### src/rtl/pc_fetch_ctrl.sv
// PC/fetch sequencer: one imem read in flight, valid/ready hand-off to decode, ALU branch redirect.
// Optional ALIGN_CHECK_EN adds align_err and halts on misaligned branch targets.
module pc_fetch_ctrl #(
  parameter logic [31:0] RESET_PC = 32'h0000_0000,
  parameter int unsigned PC_STEP  = 4
) (
  input  logic        clk,
  input  logic        rst_n,
  output logic        imem_req,
  output logic [31:0] imem_addr,
  input  logic        imem_ack,
  input  logic [31:0] imem_rdata,
  output logic        instr_valid,
  output logic [31:0] instr,
  output logic [31:0] instr_pc,
  input  logic        id_ready,
  input  logic        br_valid,
  input  logic        br_taken,
  input  logic [31:0] br_target,
  input  logic        halt_req,
`ifdef ALIGN_CHECK_EN
  output logic        align_err,
`endif
  output logic        halted
);

  typedef enum logic [2:0] {S_IDLE, S_REQ, S_DRAIN, S_HOLD, S_HALT} state_t;

  state_t      r_state, w_state_nx;
  logic [31:0] r_pc, w_pc_nx;
  logic        r_req, w_req_nx;
  logic [31:0] r_addr, w_addr_nx;
  logic        r_valid, w_valid_nx;
  logic [31:0] r_instr, w_instr_nx;
  logic [31:0] r_instr_pc, w_instr_pc_nx;
  logic        r_halted, w_halted_nx;
  logic        w_err_q, w_err_nx;
  logic        w_redirect, w_bad, w_jump;

  assign w_redirect = br_valid & br_taken;

`ifdef ALIGN_CHECK_EN
  logic r_align_err;
  assign w_bad     = w_redirect & (|br_target[1:0]);
  assign w_err_q   = r_align_err;
  assign align_err = r_align_err;
`else
  assign w_bad     = 1'b0;
  assign w_err_q   = 1'b0;
`endif
  assign w_jump = w_redirect & ~w_bad;

  always_ff @(posedge clk or negedge rst_n) begin
    if (!rst_n) begin
      r_state    <= S_IDLE;
      r_pc       <= RESET_PC;
      r_req      <= 1'b0;
      r_addr     <= RESET_PC;
      r_valid    <= 1'b0;
      r_instr    <= '0;
      r_instr_pc <= '0;
      r_halted   <= 1'b0;
    end else begin
      r_state    <= w_state_nx;
      r_pc       <= w_pc_nx;
      r_req      <= w_req_nx;
      r_addr     <= w_addr_nx;
      r_valid    <= w_valid_nx;
      r_instr    <= w_instr_nx;
      r_instr_pc <= w_instr_pc_nx;
      r_halted   <= w_halted_nx;
    end
  end

`ifdef ALIGN_CHECK_EN
  always_ff @(posedge clk or negedge rst_n) begin
    if (!rst_n) r_align_err <= 1'b0;
    else        r_align_err <= w_err_nx;
  end
`endif

  always_comb begin
    w_state_nx    = r_state;
    w_pc_nx       = r_pc;
    w_req_nx      = r_req;
    w_addr_nx     = r_addr;
    w_valid_nx    = r_valid;
    w_instr_nx    = r_instr;
    w_instr_pc_nx = r_instr_pc;
    w_halted_nx   = r_halted;
    w_err_nx      = w_err_q;
    unique case (r_state)
      S_IDLE: begin
        w_state_nx = S_REQ;
        w_req_nx   = 1'b1;
        w_addr_nx  = r_pc;
      end
      S_REQ: begin
        if (imem_ack) begin
          if (w_bad) begin
            w_state_nx  = S_HALT;
            w_req_nx    = 1'b0;
            w_halted_nx = 1'b1;
            w_err_nx    = 1'b1;
          end else begin
            if (w_jump) w_pc_nx = br_target;
            if (halt_req) begin
              w_state_nx  = S_HALT;
              w_req_nx    = 1'b0;
              w_halted_nx = 1'b1;
            end else if (w_jump) begin
              w_addr_nx = br_target;
            end else begin
              w_state_nx    = S_HOLD;
              w_instr_nx    = imem_rdata;
              w_instr_pc_nx = r_addr;
              w_valid_nx    = 1'b1;
              w_req_nx      = 1'b0;
            end
          end
        end else if (w_redirect) begin
          // The outstanding read is never abandoned; its data is dropped in DRAIN.
          w_state_nx = S_DRAIN;
          if (w_bad) w_err_nx = 1'b1;
          else       w_pc_nx  = br_target;
        end
      end
      S_DRAIN: begin
        if (w_bad)       w_err_nx = 1'b1;
        else if (w_jump) w_pc_nx  = br_target;
        if (imem_ack) begin
          if (w_err_nx || halt_req) begin
            w_state_nx  = S_HALT;
            w_req_nx    = 1'b0;
            w_halted_nx = 1'b1;
          end else begin
            w_state_nx = S_REQ;
            w_addr_nx  = w_pc_nx;
          end
        end
      end
      S_HOLD: begin
        if (w_redirect) begin
          w_valid_nx = 1'b0;
          if (w_bad) begin
            w_state_nx  = S_HALT;
            w_halted_nx = 1'b1;
            w_err_nx    = 1'b1;
          end else begin
            w_pc_nx = br_target;
            if (halt_req) begin
              w_state_nx  = S_HALT;
              w_halted_nx = 1'b1;
            end else begin
              w_state_nx = S_REQ;
              w_req_nx   = 1'b1;
              w_addr_nx  = br_target;
            end
          end
        end else if (halt_req) begin
          w_valid_nx  = 1'b0;
          w_state_nx  = S_HALT;
          w_halted_nx = 1'b1;
        end else if (r_valid && id_ready) begin
          w_pc_nx    = r_pc + 32'(PC_STEP);
          w_state_nx = S_REQ;
          w_valid_nx = 1'b0;
          w_req_nx   = 1'b1;
          w_addr_nx  = r_pc + 32'(PC_STEP);
        end
      end
      S_HALT: begin
        w_req_nx    = 1'b0;
        w_valid_nx  = 1'b0;
        w_halted_nx = 1'b1;
      end
      default: w_state_nx = S_IDLE;
    endcase
  end

  assign imem_req    = r_req;
  assign imem_addr   = r_addr;
  assign instr_valid = r_valid;
  assign instr       = r_instr;
  assign instr_pc    = r_instr_pc;
  assign halted      = r_halted;

endmodule
### config.mk
export PLATFORM = sky130hd
export DESIGN_NAME = pc_fetch_ctrl
export DESIGN_NICKNAME = d
export VERILOG_FILES = /design/src/rtl/pc_fetch_ctrl.sv
export SDC_FILE = /design/constraint.sdc
export NUM_CORES = 1
export LEC_CHECK = 0
export CORE_MARGIN = 1
export CORE_UTILIZATION = 36
export DETAILED_ROUTE_END_ITERATION = 8
export PLACE_DENSITY_LB_ADDON = 0.25
export SETUP_SLACK_MARGIN = 0.4
export SYNTH_ARGS = -nofsm -noshare
export SYNTH_HDL_FRONTEND = slang
export SYNTH_SLANG_ARGS = --single-unit
### constraint.sdc
create_clock -name clk -period 2.2 [get_ports clk]
set_input_delay 0.55 -clock clk [delete_from_list [all_inputs] [get_ports clk]]
set_output_delay 0.55 -clock clk [all_outputs]
set_load 0.02 [all_outputs]
==> results.json <==
{
  "grt_usage_pct": 25.7,
  "ios": 170,
  "min_path_type": "in -> async",
  "routed-wl-met3_um": 3110,
  "post_drt_via_cell_ratio": 6.02,
  "drtIter0Drc": 1147,
  "synth_top_area_share_pct": 40.1,
  "port_buffers": 169,
  "final_net_count": 1248,
  "seq_area_frac_synth_pct": 40.1,
  "n_antenna_cell": 0,
  "grt_max_degree": 50,
  "first_global_vias": 8213,
  "routed_wl_um": 32600,
  "worst-endpoint-arrival_ps": 2280,
  "p_leak_nw": 5.80,
  "synth-edff-count": 0,
  "h-tree-depth": 4,
  "rsz0062_at_grt": "yes",
  "ys_warn_count": 0,
  "finalClockSkew_ps": 9.85,
  "total_power_mw": 20.1,
  "clk_latency_ps": 430,
  "crit_fanout": 7,
  "clkTransAtPathRegs_ps": 60,
  "slowest_delay_ps": 490,
  "synthToLayoutAreaGrowth_pct": 61.4,
  "grt_antenna_before_repair": 0,
  "vias": 8878,
  "final_hold_viol_count": 0,
  "cts.sinks": 134,
  "rows": 55,
  "syn_inst": 859,
  "netlist_area_mm2": 0.00837,
  "netlist_top_cells_area": "dfrtp_1, mux2_4, a21oi_1",
  "endpoint_kind": "flop",
  "cts_buffers": 17,
  "synth-seq-cells": 134,
  "clock_path_buffers": 2,
  "ir_drop_mv": 0.830,
  "crit_family": "simple AND/OR/NAND/NOR gates",
  "synth.distinct_cells": 80,
  "synth.net_count": 931,
  "cts_tree": "done",
  "synth_top_cells_by_count": "dfrtp_1, nand2_1, nor2_1, a21oi_1, o21ai_0",
  "maxCapViolations": 0,
  "place_inst": 1365,
  "drc_errors": 0,
  "critical_path_required_ps": 2510,
  "synthFlopType": "dfrtp_1",
  "synth_most_common_cell": "dfrtp_1",
  "slew_viol_final": 0,
  "met2_length_um": 15200,
  "worstSetupStartpointType": "flop",
  "status": "complete, no violations",
  "gr-total-overflow": 0,
  "yosys.area.top_type": "dfrtp_1",
  "avgSynthCellArea_um2": 9.75,
  "drt_pre_antenna_iters": 6,
  "drive_above_1_share_pct": 41.0,
  "cp_cell_sequence": "a21bo_4, or4_4, buf_12, clkbuf_16, mux2_4",
  "dieHeight_um": 154,
  "fmax_ghz": 0.509,
  "maxSlewHeadroom_pct": 65.2,
  "async_reset_ff_share_pct": 100,
  "cts_hold_buf": 0,
  "core-area_mm2": 0.0227,
  "highest_layer": "met4",
  "fp.dieW_um": 154,
  "path_buf_inv": 2,
  "die_area_mm2": 0.0239,
  "final_area_mm2": 0.0135,
  "postPlaceCellArea_mm2": 0.0111,
  "fin_crit_sh_pct": 89.4,
  "m1WireLength_um": 13600,
  "layout_min_cycle_time_ps": 1970,
  "hpwl_um": 21400,
  "fin_util_pct": 59.5,
  "setup_viol": 0,
  "place_congestion": 0.924,
  "root_buffer": "clkbuf_16",
  "initial_core_util_pct": 36.9,
  "powerDensity_mw_per_mm2": 1490,
  "grt_pass1_wl_um": 47600,
  "drtAntennaViolNets": 0,
  "crit_type": "reg -> reg",
  "cpMaxStageDelayCell": "or4_4",
  "routedWlPerCell_um": 22.1,
  "worst_pin_slew_ps": 519,
  "layout.cells.non_filler": 1474,
  "setup_tns_ps": 0
}
==> path summary, 6_finish.rpt <==
path	start	endpoint	slack, ps	cells after the start
worst min register to register	halted	halted	470	1
worst min-delay path	rst_n	instr[21]	60	1
max in group asynchronous	rst_n	instr[5]	1400	2
min in group clk	halted	halted	470	1
worst max-delay path	r_state[0]	instr[2]	230	5
worst max register to register	r_state[0]	instr[2]	230	5
==> timing repair <==
action / 4_1_cts / 5_1_grt
buffers inserted: 36 / 29
gates resized for setup: 192 / 191
setup endpoints to repair: 232 / 131
cloned: 7 / 5
pin swaps: 24 / 78
==> per-stage QoR <==
step	setup WS (ps)	hold slack (ps)
global route	191	87.8
floorplan	96.1	254
global placement	-372	462
CTS	284	71.3
detailed placement	-427	463
finish	234	58.7
==> cells in the final DEF, fill, tap and decap left out, types with 11 or more instances in the layout <==
cell	n
dlygate4sd2_1	97
o21ai_1	15
dfrtp_2	18
nand3_1	16
mux2_4	50
buf_4	146
buf_6	42
mux2i_1	13
clkbuf_16	21
nand2_1	56
dfrtp_1	116
mux2_2	17
nor2_1	63
nand4_1	12
buf_12	19
a21oi_2	14
o22ai_1	12
clkdlybuf4s50_1	64
a22oi_1	23
o21ai_0	33
a21oi_1	40
o221ai_1	15
nand2_2	11
==> cell type report <==
cell class	count	area, um2
Fill cell	1862	9200
Multi-Input combinational cell	627	5260
Timing Repair Buffer	389	3830
Sequential cell	134	3380
Clock buffer	18	439
Tap cell	285	357
Clock inverter	14	221
Inverter	7	32.5
==> layer usage <==
metal | track usage [%] | up-vias
met5 | 0 | -
met4 | 7.78 | 0
met3 | 5.41 | 59
met2 | 40.3 | 559
met1 | 35.4 | 4349
li1 | - | 3911
==> worst register-to-register path, delay by kind of cell (launching register included) <==
kind            cells  cell delay, ps
mux                 1             300
simple gates        1             490
flops               1             470
compound gates      1             260
buf+inv             2             330
==> logic make-up after synthesis <==
kind of cell	Yosys count	synth area share, %
compound gates	285	23.6
xor+xnor	5	0.523
fa+ha+maj	1	0.149
buf+inv	98	6.92
flops	134	40.1
mux	80	12.8
simple gates	256	16.0
==> power by group <==
group / switching, mW / leakage [nW] / internal [mW]
sequential: 1.19 / 1.56 / 3.71
combinational: 6.20 / 3.92 / 5.73
clock: 1.21 / 0.319 / 2.06
total: 8.61 / 5.80 / 11.5
==> state kept, by name (all words and copies together) (netlist names) <==
name	count
imem_req	1
r_pc	32
instr_valid	1
instr	32
imem_addr	32
halted	1
instr_pc	32
r_state	3
(Power assumes the default switching activity.)
==> RTL edit (same flow settings) <==
Re-encode `state_t` (5 states) as one-hot, 5 bits wide.
--- a/src/rtl/pc_fetch_ctrl.sv
+++ b/src/rtl/pc_fetch_ctrl.sv
@@ -24,7 +24,7 @@
   output logic        halted
 );
 
-  typedef enum logic [2:0] {S_IDLE, S_REQ, S_DRAIN, S_HOLD, S_HALT} state_t;
+  typedef enum logic [4:0] {S_IDLE = 5'b00001, S_REQ = 5'b00010, S_DRAIN = 5'b00100, S_HOLD = 5'b01000, S_HALT = 5'b10000} state_t;
 
   state_t      r_state, w_state_nx;
   logic [31:0] r_pc, w_pc_nx;
Formal check against the unedited RTL: no difference found for any inputs over 4 cycles, from zero or initial values and one cycle with rst_n low; so few cycles prove little.
==> RTL edit against the unedited design <==
  * Core utilization up 1.1 points
  * Critical path depth rose by 3
  * Total power fell by 12%
  * Routed wire length down 25%
  * Sequential cell count increased by 2
  * Sequential power is 6.9% lower
  * Design area is 13% lower
  * Worst setup slack worse by 160 ps
  * Global-route usage is 2.6 points lower
  * Die area fell by 14%
  * Area after synthesis fell by 15%
  * Combinational power down 13%
  * Critical path type unchanged
  * Critical endpoint is now r_pc[29]$_DFFE_PN0P_
==> RTL edit: results (changes against the unedited design) <==
stage,metric,value,unit,change
worst_setup_path,worst stage delay on the critical path,580,ps,+90 ps
finish,share of cells above drive strength 1,0.366,,-0.0444
worst_setup_path,largest delay contributor family on the critical path,simple AND/OR/NAND/NOR gates,,
global_route,vias in the first global route,6895,,-16%
yosys,Mapped Cells,728,,-15%
sta,WHS,47.5,ps,-11.2 ps
global_route,largest net degree at the start of global routing,47,,-6.0%
run_status,status,"finished, final reports clean",,
yosys,Netlist cell types,69,,-14%
power_and_ir_drop,VDD IR max,1110,µV,+34%
placed_design,placed insts,1222,,-10%
global_route,global-route wire length before repair,36200,µm,-24%
finish,Non-Filler Instances,1306,,-11%
worst_setup_path,"setup slack, reg-to-reg",80,ps,-160 ps
placed_design,post-DP HPWL,15700,µm,-27%
yosys,sequential area share after synthesis,0.476,,+0.0752
drt,Via density,5.59,,-7.1%
placed_design,GPL Wtd Cong,0.903,,-2.3%
clocking,H-tree levels,4,,unchanged
yosys,Syn Nets,800,,-14%
worst_setup_path,critical-path maximum fanout,4,,-3
finish,Final nets,1100,,-12%
sta,Max-slew headroom,0.664,,+0.0123
global_route,gr usage total,0.231,,-0.0263
yosys,synth top area cells,"dfrtp_1, mux2_2, o21ai_0, nand2_1, a21oi_1",,
drt,initial detailed-routing violation count,728,,-37%
sta,clock skew,9.40,ps,-0.447 ps
drt,DR WL/cell,18.8,µm,-15%
worst_setup_path,Worst Path Arrival,2430,ps,+150 ps
power_and_ir_drop,P_leak,0.00537,µW,-7.3%
[RTL edit: changes by cell type after synthesis, sizes merged, moves of 7 or more]
cell and change:
a22oi -25, a31oi -7, buf -35, mux2i -7, nor2 -12, o21ai +10, o221ai -18
[RTL edit: final cells by class]
| type | instances | area (µm²) |
|---|---|---|
| fill | 1593 | 7660 |
| multi-input combinational | 522 | 3990 |
| timing repair buffer | 343 | 3460 |
| sequential | 136 | 3410 |
| clock buffer | 17 | 425 |
| tap | 265 | 332 |
| clock inverter | 15 | 156 |
| inverter | 8 | 30.0 |
[RTL edit: kinds of logic after synthesis]
group / after synthesis / synth area share
AOI/OAI and AO/OA: 214 / 0.194
adders and majority gates: 1 / 0.00175
buffers and inverters: 70 / 0.0416
and+or+nand+nor: 218 / 0.153
muxes: 75 / 0.117
xor gates and xnor gates: 14 / 0.0171
DFF: 136 / 0.476
[RTL edit: through the flow]
| stage | setup TNS, ps | cell area, µm² | setup slack (ps) |
|---|---|---|---|
| global placement | -11490 | 10000 | -285 |
| detailed placement | -13900 | 10000 | -300 |
| floorplan | 0 | 7440 | 192 |
| global route | 0 | 11800 | 14.0 |
| CTS | 0 | 11100 | 151 |
| finish | 0 | 11800 | 77.7 |
[RTL edit: worst paths after layout]
check	from	end	cells past startpoint
max	r_pc[3]$_DFFE_PN0P_	r_pc[29]$_DFFE_PN0P_	8
min reg2reg	halted$_DFFE_PN0P_	halted$_DFFE_PN0P_	1
min	rst_n	instr_pc[18]$_DFFE_PN0P_	1
max reg2reg	r_pc[3]$_DFFE_PN0P_	r_pc[29]$_DFFE_PN0P_	8
max in group asynchronous	rst_n	r_state[2]$_DFFE_PN0P_	2
min in group clk	halted$_DFFE_PN0P_	halted$_DFFE_PN0P_	1
[RTL edit: where the power goes]
part           switching, µW  leakage [µW]  internal (µW)
sequential               852       0.00167           3720
combinational           5090       0.00343           5230
clock                   1250      0.000278           1600
[RTL edit: repair_timing]
action | in CTS | in global routing
gates cloned | 3 | 6
gates resized for setup | 88 | 101
pin swaps | 21 | 14
setup endpoints to repair | 232 | 213
buffers inserted | 20 | 23
[RTL edit: layer usage]
metal / share of wire / GRT usage / up-vias / routed length (µm)
met3: 0.077 / 0.0466 / 55 / 1890
met2: 0.47 / 0.364 / 381 / 11400
met1: 0.43 / 0.304 / 3560 / 10400
met5: 0 / 0 / - / 0
met4: 0.032 / 0.105 / 0 / 781
li1: - / - / 3308 / -
